[src/rtl/add_tree_pkg.sv]
// Shared types and width helpers for the multi-operand add scheduler.
// Default configuration constants are used by the interface and bench.
package add_tree_pkg;

    typedef enum logic [2:0] {IDLE, LOAD, ISSUE, WAIT, DONE} state_t;

    localparam int DEF_WIDTH   = 16;
    localparam int DEF_MAX_OPS = 8;
    localparam int ADD_LAT_MAX = 7;
    localparam int LAT_W       = $clog2(ADD_LAT_MAX + 1);

    function automatic int cnt_width(input int max_ops);
        return $clog2(max_ops) + 1;
    endfunction

    // Wide enough that max_ops full-scale operands never carry out.
    function automatic int acc_width(input int width, input int max_ops);
        return width + $clog2(max_ops);
    endfunction

    localparam int CNT_W = $clog2(DEF_MAX_OPS) + 1;
    localparam int ACC_W = DEF_WIDTH + $clog2(DEF_MAX_OPS);

endpackage

[src/rtl/mop_add_scheduler_if.sv]
// Job command, operand stream and result stream of the add scheduler.
// The slave side is the scheduler; the master side is the job source/sink.
interface mop_add_scheduler_if
    import add_tree_pkg::*;
#(
    parameter int WIDTH   = DEF_WIDTH,
    parameter int MAX_OPS = DEF_MAX_OPS,
    localparam int CNT_W  = cnt_width(MAX_OPS),
    localparam int ACC_W  = acc_width(WIDTH, MAX_OPS)
);
    logic             start;
    logic [CNT_W-1:0] op_count;
    logic             busy;
    logic             in_valid;
    logic             in_ready;
    logic [WIDTH-1:0] in_data;
    logic             out_valid;
    logic             out_ready;
    logic [ACC_W-1:0] out_sum;
    logic             ovf;

    modport master (
        output start, op_count, in_valid, in_data, out_ready,
        input  busy, in_ready, out_valid, out_sum, ovf
    );

    modport slave (
        input  start, op_count, in_valid, in_data, out_ready,
        output busy, in_ready, out_valid, out_sum, ovf
    );
endinterface

[src/rtl/mop_lat_counter.sv]
// Loadable down-counter with a zero flag; times the adder latency window.
module mop_lat_counter
    import add_tree_pkg::*;
(
    input  logic             clk,
    input  logic             rst,
    input  logic             load,
    input  logic [LAT_W-1:0] load_val,
    input  logic             dec,
    output logic             zero
);
    logic [LAT_W-1:0] cnt;

    always_ff @(posedge clk or posedge rst) begin
        if (rst) begin
            cnt <= '0;
        end else if (load) begin
            cnt <= load_val;
        end else if (dec && (cnt != '0)) begin
            cnt <= cnt - 1'b1;
        end
    end

    assign zero = (cnt == '0);
endmodule

[src/rtl/mop_add_scheduler.sv]
// Serial-accumulation scheduler: feeds acc+operand through one external
// clocked adder per operand and returns the final sum on a valid/ready port.
module mop_add_scheduler
    import add_tree_pkg::*;
#(
    parameter int WIDTH   = DEF_WIDTH,
    parameter int MAX_OPS = DEF_MAX_OPS,
    parameter int ADD_LAT = 1,
    localparam int CNT_W  = cnt_width(MAX_OPS),
    localparam int ACC_W  = acc_width(WIDTH, MAX_OPS)
) (
    input  logic                clk,
    input  logic                rst,
    mop_add_scheduler_if.slave  bus,
    output logic [ACC_W-1:0]    add_a,
    output logic [ACC_W-1:0]    add_b,
    output logic                add_cin,
    output logic                add_req,
    input  logic [ACC_W-1:0]    add_sum,
    input  logic                add_cout
);
    state_t           state;
    logic [CNT_W-1:0] remaining;
    logic [ACC_W-1:0] acc;
    logic             lat_zero;

    assign add_cin     = 1'b0;
    assign bus.out_sum = acc;

    // Counter is loaded with ADD_LAT-1 so its zero flag marks the last WAIT cycle.
    mop_lat_counter u_lat (
        .clk      (clk),
        .rst      (rst),
        .load     (state == ISSUE),
        .load_val (LAT_W'(ADD_LAT - 1)),
        .dec      (state == WAIT),
        .zero     (lat_zero)
    );

    always_ff @(posedge clk or posedge rst) begin
        if (rst) begin
            state         <= IDLE;
            acc           <= '0;
            remaining     <= '0;
            add_a         <= '0;
            add_b         <= '0;
            add_req       <= 1'b0;
            bus.busy      <= 1'b0;
            bus.in_ready  <= 1'b0;
            bus.out_valid <= 1'b0;
            bus.ovf       <= 1'b0;
        end else begin
            case (state)
                IDLE: begin
                    if (bus.start) begin
                        acc      <= '0;
                        bus.busy <= 1'b1;
                        if (bus.op_count == '0) begin
                            remaining     <= '0;
                            bus.ovf       <= 1'b0;
                            bus.out_valid <= 1'b1;
                            state         <= DONE;
                        end else begin
                            // Oversized jobs are clamped and flagged rather than rejected.
                            if (bus.op_count > CNT_W'(MAX_OPS)) begin
                                remaining <= CNT_W'(MAX_OPS);
                                bus.ovf   <= 1'b1;
                            end else begin
                                remaining <= bus.op_count;
                                bus.ovf   <= 1'b0;
                            end
                            bus.in_ready <= 1'b1;
                            state        <= LOAD;
                        end
                    end
                end
                LOAD: begin
                    if (bus.in_valid) begin
                        bus.in_ready <= 1'b0;
                        add_a        <= acc;
                        add_b        <= ACC_W'(bus.in_data);
                        add_req      <= 1'b1;
                        state        <= ISSUE;
                    end
                end
                ISSUE: begin
                    add_req <= 1'b0;
                    state   <= WAIT;
                end
                WAIT: begin
                    if (lat_zero) begin
                        acc       <= add_sum;
                        bus.ovf   <= bus.ovf | add_cout;
                        remaining <= remaining - 1'b1;
                        add_a     <= '0;
                        add_b     <= '0;
                        if (remaining == CNT_W'(1)) begin
                            bus.out_valid <= 1'b1;
                            state         <= DONE;
                        end else begin
                            bus.in_ready <= 1'b1;
                            state        <= LOAD;
                        end
                    end
                end
                DONE: begin
                    if (bus.out_ready) begin
                        bus.out_valid <= 1'b0;
                        bus.busy      <= 1'b0;
                        state         <= IDLE;
                    end
                end
                default: state <= IDLE;
            endcase
        end
    end
endmodule
[src/flat_wrapper.sv]
// flat-port wrapper written by rule: the top's interface ports become plain ports
module mop_add_scheduler_flat import add_tree_pkg::*;
#(
    parameter int WIDTH   = DEF_WIDTH,
    parameter int MAX_OPS = DEF_MAX_OPS,
    parameter int ADD_LAT = 1,
    localparam int CNT_W  = cnt_width(MAX_OPS),
    localparam int ACC_W  = acc_width(WIDTH, MAX_OPS)
)
  (clk, rst, add_a, add_b, add_cin, add_req, add_sum, add_cout, bus_start, bus_op_count, bus_in_valid, bus_in_data, bus_out_ready, bus_busy, bus_in_ready, bus_out_valid, bus_out_sum, bus_ovf);
  mop_add_scheduler_if #(.WIDTH(WIDTH), .MAX_OPS(MAX_OPS)) bus_i ();
  input  logic clk;
  input  logic rst;
  output logic [ACC_W-1:0] add_a;
  output logic [ACC_W-1:0] add_b;
  output logic add_cin;
  output logic add_req;
  input  logic [ACC_W-1:0] add_sum;
  input  logic add_cout;
  input wire logic [$bits(bus_i.start)-1:0] bus_start;
  input wire logic [$bits(bus_i.op_count)-1:0] bus_op_count;
  input wire logic [$bits(bus_i.in_valid)-1:0] bus_in_valid;
  input wire logic [$bits(bus_i.in_data)-1:0] bus_in_data;
  input wire logic [$bits(bus_i.out_ready)-1:0] bus_out_ready;
  output wire logic [$bits(bus_i.busy)-1:0] bus_busy;
  output wire logic [$bits(bus_i.in_ready)-1:0] bus_in_ready;
  output wire logic [$bits(bus_i.out_valid)-1:0] bus_out_valid;
  output wire logic [$bits(bus_i.out_sum)-1:0] bus_out_sum;
  output wire logic [$bits(bus_i.ovf)-1:0] bus_ovf;
  assign bus_i.start = bus_start;
  assign bus_i.op_count = bus_op_count;
  assign bus_i.in_valid = bus_in_valid;
  assign bus_i.in_data = bus_in_data;
  assign bus_i.out_ready = bus_out_ready;
  assign bus_busy = bus_i.busy;
  assign bus_in_ready = bus_i.in_ready;
  assign bus_out_valid = bus_i.out_valid;
  assign bus_out_sum = bus_i.out_sum;
  assign bus_ovf = bus_i.ovf;
  mop_add_scheduler #(.WIDTH(WIDTH), .MAX_OPS(MAX_OPS), .ADD_LAT(ADD_LAT)) u_core (.clk(clk), .rst(rst), .bus(bus_i), .add_a(add_a), .add_b(add_b), .add_cin(add_cin), .add_req(add_req), .add_sum(add_sum), .add_cout(add_cout));
endmodule
[config.mk]
export PLATFORM = sky130hd
export DESIGN_NAME = mop_add_scheduler_flat
export DESIGN_NICKNAME = d
export VERILOG_FILES = /design/src/rtl/add_tree_pkg.sv /design/src/rtl/mop_add_scheduler_if.sv /design/src/rtl/mop_lat_counter.sv /design/src/rtl/mop_add_scheduler.sv /design/src/flat_wrapper.sv
export SDC_FILE = /design/constraint.sdc
export NUM_CORES = 1
export LEC_CHECK = 0
export BUFFER_PORTS_ARGS = -buffer_cell sky130_fd_sc_hd__buf_2
export CORE_UTILIZATION = 46
export CTS_BUF_LIST = sky130_fd_sc_hd__clkbuf_4
export CTS_CLUSTER_SIZE = 28
export DETAILED_ROUTE_END_ITERATION = 10
export HOLD_SLACK_MARGIN = 0.06
export PLACE_DENSITY = 0.88
export SLEW_MARGIN = 40
export SYNTH_ARGS = -nofsm -noshare
export SYNTH_HDL_FRONTEND = slang
export SYNTH_SLANG_ARGS = --single-unit
[constraint.sdc]
create_clock -name clk -period 2.2 [get_ports clk]
set_input_delay 0.44 -clock clk [delete_from_list [all_inputs] [get_ports clk]]
set_output_delay 0.44 -clock clk [all_outputs]
set_load 0.01 [all_outputs]
## Word level (Yosys, flattened, before mapping)

Index checks and enable logic that the tools add are counted.

| cells by class | value |
|---|---|
| add/sub/neg operators | 2 |
| order comparisons | 1 |
| equal/unequal tests | 13 |
| mux-type cells | 43 |
| bitwise gates (word level) | 1 |
| reductions and logical operators | 19 |

Operators with widths:

| operator | count |
|---|---|
| $pmux 19 s2 | 3 |
| $mux 19 | 5 |
| $mux 3 | 8 |
| $mux 1 | 16 |
| $mux 4 | 4 |
| $pmux 3 s5 | 1 |
| $reduce_and 6->1 | 2 |
| $ne 2x2->1 const B | 5 |
| $reduce_bool 2->1 | 5 |
| $reduce_and 3->1 | 3 |
| $reduce_bool 3->1 | 3 |
| $pmux 4 s2 | 1 |
| $eq 3x2->1 const B | 2 |
| $logic_not 3->1 | 2 |
| $ne 2x1->1 const B | 3 |
| $pmux 1 s2 | 3 |
| $pmux 1 s3 | 2 |
| $eq 4x1->1 const B | 1 |
| $gt 4x4->1 const B | 1 |
| $logic_not 4->1 | 1 |
| $reduce_and 4->1 | 1 |
| $sub 4x1->4 const B | 1 |
| $eq 3x1->1 const B | 1 |
| $eq 3x3->1 const B | 1 |
| 4 further kinds | 4 |

| word-level totals | value |
|---|---|
| flip-flop bits (word level) | 72 |
| input bits | 45 |
| output and inout port bits | 63 |
| word-level logic and storage cells | 90 |

## Logic depth before layout (Yosys ltp)

| depth | value |
|---|---|
| depth after elaboration | 5 |
| gate-level depth with buffers | 9 |
| depth with buffers taken out | 7 |

## Hierarchy

Synthesis repeated with hierarchy kept, for this count alone.

| unflattened totals | value |
|---|---|
| cell total of the unflattened synthesis | 225 |
| area, all modules | 2942.8 um^2 |

By module, submodules not included:

| module | instances | cells each | area an instance (um^2) | seq. area each (um^2) |
|---|---|---|---|---|
| mop_add_scheduler | 1 | 205 | 2731.4 | 1651.6 |
| mop_lat_counter | 1 | 20 | 211.5 | 75.1 |

## Worst setup path before layout

Ideal clock, no wire load.

| timing path | value |
|---|---|
| path kind | register -> register |
| from | register u_core.u_lat.cnt[0] |
| to | register u_core.add_a[0] |
| library setup time | 121 ps |
| arrival time | 1708 ps |
| required time | 2079 ps |
| slack | 371 ps |
| cell stages (with the launch flop) | 9 |
| path buffers | 2 |
| clock period less this slack | 1829 ps |
| cells stage by stage | dfrtp_1 > inv_1 > ha_1 > ha_1 > mux2i_1 > or3_1 > buf_2 > buf_2 > a22o_1 |

| between the ends | value |
|---|---|
| cells in the longest elaborated chain, start to end | 3 |

Ends and longest elaborated chain:

| what | RTL line | RTL |
|---|---|---|
| from (decl) | mop_lat_counter.sv:12 | `logic [LAT_W-1:0] cnt;` |
| from (signal assigned) | mop_lat_counter.sv:18 | `cnt <= load_val;` |
| from (signal assigned) | mop_lat_counter.sv:20 | `cnt <= cnt - 1'b1;` |
| $logic_not 3->1 | mop_lat_counter.sv:24 | `assign zero = (cnt == '0);` |
| $ne 2x1->1 (no line) | - |  |
| $reduce_and 3->1 (no line) | - |  |
| to (signal assigned) | mop_add_scheduler.sv:45 | `add_a <= '0;` |
| to (signal assigned) | mop_add_scheduler.sv:80 | `add_a <= acc;` |
| to (signal assigned) | mop_add_scheduler.sv:95 | `add_a <= '0;` |
| to (decl) | mop_add_scheduler.sv:15 | `output logic [ACC_W-1:0] add_a,` |

No other way between the ends.
A chain may end at the register's enable or synchronous reset.

## Worst setup path in the final report

| timing path | value |
|---|---|
| from | register u_core.u_lat.cnt[0] |
| to | register u_core.add_a[5] |

Same word-level chain as after synthesis.

==> summary.txt <==
Outcome
  • Run status: completed

Detailed routing
  • Vias: 2391
  • DRC Markers: 0
  • Final ANT Viol Nets: 0
  • Avg WL per Cell: around 14 µm
  • First-pass iteration count of the detailed router: 4
  • Via density: between 5 and 6
  • DRT iter0 DRCs: ~130
  • Final wirelength: between 6 and 7 mm

Logic synthesis
  • Mean post-synth cell area: ~11 µm²
  • FF+latch count, synth: 69
  • Synth Flop Type: dfrtp_1
  • Synth unique cells: 37
  • Post-synth EDFFs: 0
  • Post-synthesis async set-or-reset flop share: 1.00
  • Post-Synthesis Cells: about 270
  • Area of the mapped netlist: ~2900 µm²
  • Sequential area share after synthesis: 0.593
  • YS warnings: 0

Finish
  • Final nets: around 420
  • Post-layout util: 0.601
  • Most common cell after layout, fill and taps aside: buf_2
  • Cell area after layout: 3620 µm²
  • Fillers: 534
  • Antenna diodes: 0
  • Commonest non-fill, non-tap cells in the layout: buf_2 (103), dfrtp_1 (69), nand2_1 (50)
  • P&R area growth vs syn: 24.3%
  • Layout cells sized above 1: 0.346

Flow run
  • Max Cap Viol: 0

Placed design
  • IO buf count: between 100 and 150
  • Post-DP HPWL: about 4.5 mm
  • RePlAce Congestion: about 0.81
  • Placed Area: roughly 3500 µm²

Global route
  • Vias in the first global route: ~2200
  • First-pass GRT wire length: between 10 and 15 mm
  • Initial antenna violation count: 0
  • Largest net degree at the start of global routing: 70
  • Gr usage total: 0.202
  • Grt ovf: 0

Floorplan
  • Starting Density: 0.484
  • Die area: 6660 µm²
  • I/O Pins: 108
  • Die Span Y: 81.6 µm
  • Num rows: 28
  • Die W: about 82 µm
  • Placeable Area: about 6000 µm²

Setup path
  • R2R setup slack: 0.23 ns
  • Crit Path Max Fanout: 35
  • RR Endpoint: u_core.add_a[5]
  • Arr. time, crit path: 2.26 ns
  • Crit Path Class: register to register
  • CP Launch Type: register
  • Worst R2R Start: u_core.u_lat.cnt[0]
  • Reg2reg path depth: 7
  • Worst path required time: 2.49 ns
  • CP Capture Type: register

Clock tree
  • Setup Buffers After CTS: 0
  • Skew-Pair Late Insertion Delay: approximately 0.4 ns
  • CTS sink count: slightly below 70
  • CTS buffer count: 9
  • Cts repair resizes: 0
  • CTS tree: built
  • Clock slew at reported path FFs: about 0.11 ns
  • Max Root-Sink Buffers: 2
  • CTS root buf: clkbuf_4
  • H-tree levels: 3
  • Post-CTS Hold Fix Bufs: 0

STA
  • RSZ-0062 raised after global routing: false
  • F_max: 0.508 GHz
  • Crit path time final: between 1.5 and 2 ns
  • Fin Clk Skew: ~0.015 ns
  • Period Utilization, post-route: 0.894
  • Final Hold Vio Count: 0
  • Setup violators final: 0
  • Final Slew Violations: 0
  • Setup Total Neg Slack: 0 ns

Power
  • Worst VDD drop: 710 µV
  • Leakage: roughly 1.9 nW
  • Power Total: 0.00486 W
  • Pwr Density: around 1300 nW/µm²

Min path
  • HP Class: input port to async pin
## state kept, by name, indices dropped and copies added, names as in the netlist
| signal | cells |
|---|---|
| u_core.state | 3 |
| u_core.bus.ovf | 1 |
| u_core.bus.busy | 1 |
| u_core.add_req | 1 |
| u_core.bus.out_valid | 1 |
| u_core.u_lat.cnt | 3 |
| u_core.remaining | 4 |
| u_core.add_b | 16 |
| u_core.bus.in_ready | 1 |
| u_core.add_a | 19 |
| u_core.bus.out_sum | 19 |
## how the worst max path moves through the flow
stage | startpoint | end | cells after the start
4_1_cts | u_core.u_lat.cnt[0] | u_core.add_a[6] | 7
3_3_place_gp | u_core.u_lat.cnt[0] | u_core.add_b[5] | 7
2_1_floorplan | rst | u_core.add_a[0] | 1
6_report | u_core.u_lat.cnt[0] | u_core.add_a[5] | 7
5_1_grt | u_core.u_lat.cnt[1] | u_core.add_b[3] | 7
3_5_place_dp | u_core.u_lat.cnt[0] | u_core.add_a[6] | 7
## cells by family (layout without fill, tap and decap cells)
kind of cell	count (synthesis)	count (layout)	synth area share
buf+inv	31	135	0.0541
simple gates	81	81	0.126
mux	1	1	0.00344
other cells	1	4	0.00129
compound gates	85	85	0.206
flops	69	69	0.593
fa+ha+maj	4	4	0.0172
## worst max-delay path: stages (launching register included)
cell and delay [ns]:
dfrtp_1 0.41, inv_1 0.06, ha_1 0.14, ha_1 0.26
mux2i_1 0.14, or3_1 0.31, buf_4 0.25, a22o_1 0.28
## stage by stage
step | hold slack (ns) | cells | setup slack (ns)
2_1_floorplan | 0.444 | 275 | 0.0201
3_3_place_gp | 0.462 | 439 | 0.343
3_5_place_dp | 0.472 | 439 | 0.231
4_1_cts | 0.0978 | 454 | 0.217
5_1_grt | 0.111 | 454 | 0.120
6_report | 0.0999 | 454 | 0.232
## final cells by class
class / instances / area, µm² / share of cell area
clock inverters: 6 / 63.8 / 0.0176
multi-input cells: 175 / 1050 / 0.289
well taps: 75 / 93.8 / 0.0259
inverters: 9 / 33.8 / 0.00933
flip-flops and latches: 69 / 1730 / 0.477
repair buffers: 111 / 588 / 0.162
clock buffers: 9 / 67.6 / 0.0187
## metal layers
metal	share of wire	vias up	GRT usage
li1	-	1159	-
met1	0.45	1141	0.256
met2	0.48	81	0.326
met3	0.062	10	0.0533
met4	0.016	0	0.0860
met5	0	-	0
## power by group
group	switching, W	internal, W
Clock	0.000456	0.000340
Combinational	0.00112	0.000848
Sequential	0.000353	0.00175
Total	0.00193	0.00293
## synth_stat cells, drive strengths merged (3+ instances only)
| library cell | n | share of area |
|---|---|---|
| a21oi | 6 | 0.010 |
| a22o | 35 | 0.11 |
| a31oi | 4 | 0.0086 |
| buf | 18 | 0.037 |
| clkbuf | 4 | 0.0052 |
| dfrtp | 69 | 0.59 |
| ha | 4 | 0.017 |
| inv | 9 | 0.012 |
| nand2 | 50 | 0.064 |
| nand2b | 4 | 0.0086 |
| nand3 | 3 | 0.0052 |
| nor2 | 8 | 0.010 |
| nor3 | 6 | 0.012 |
| o21ai | 28 | 0.048 |
| or3 | 4 | 0.0086 |
Power figures use the tool's default switching activity.
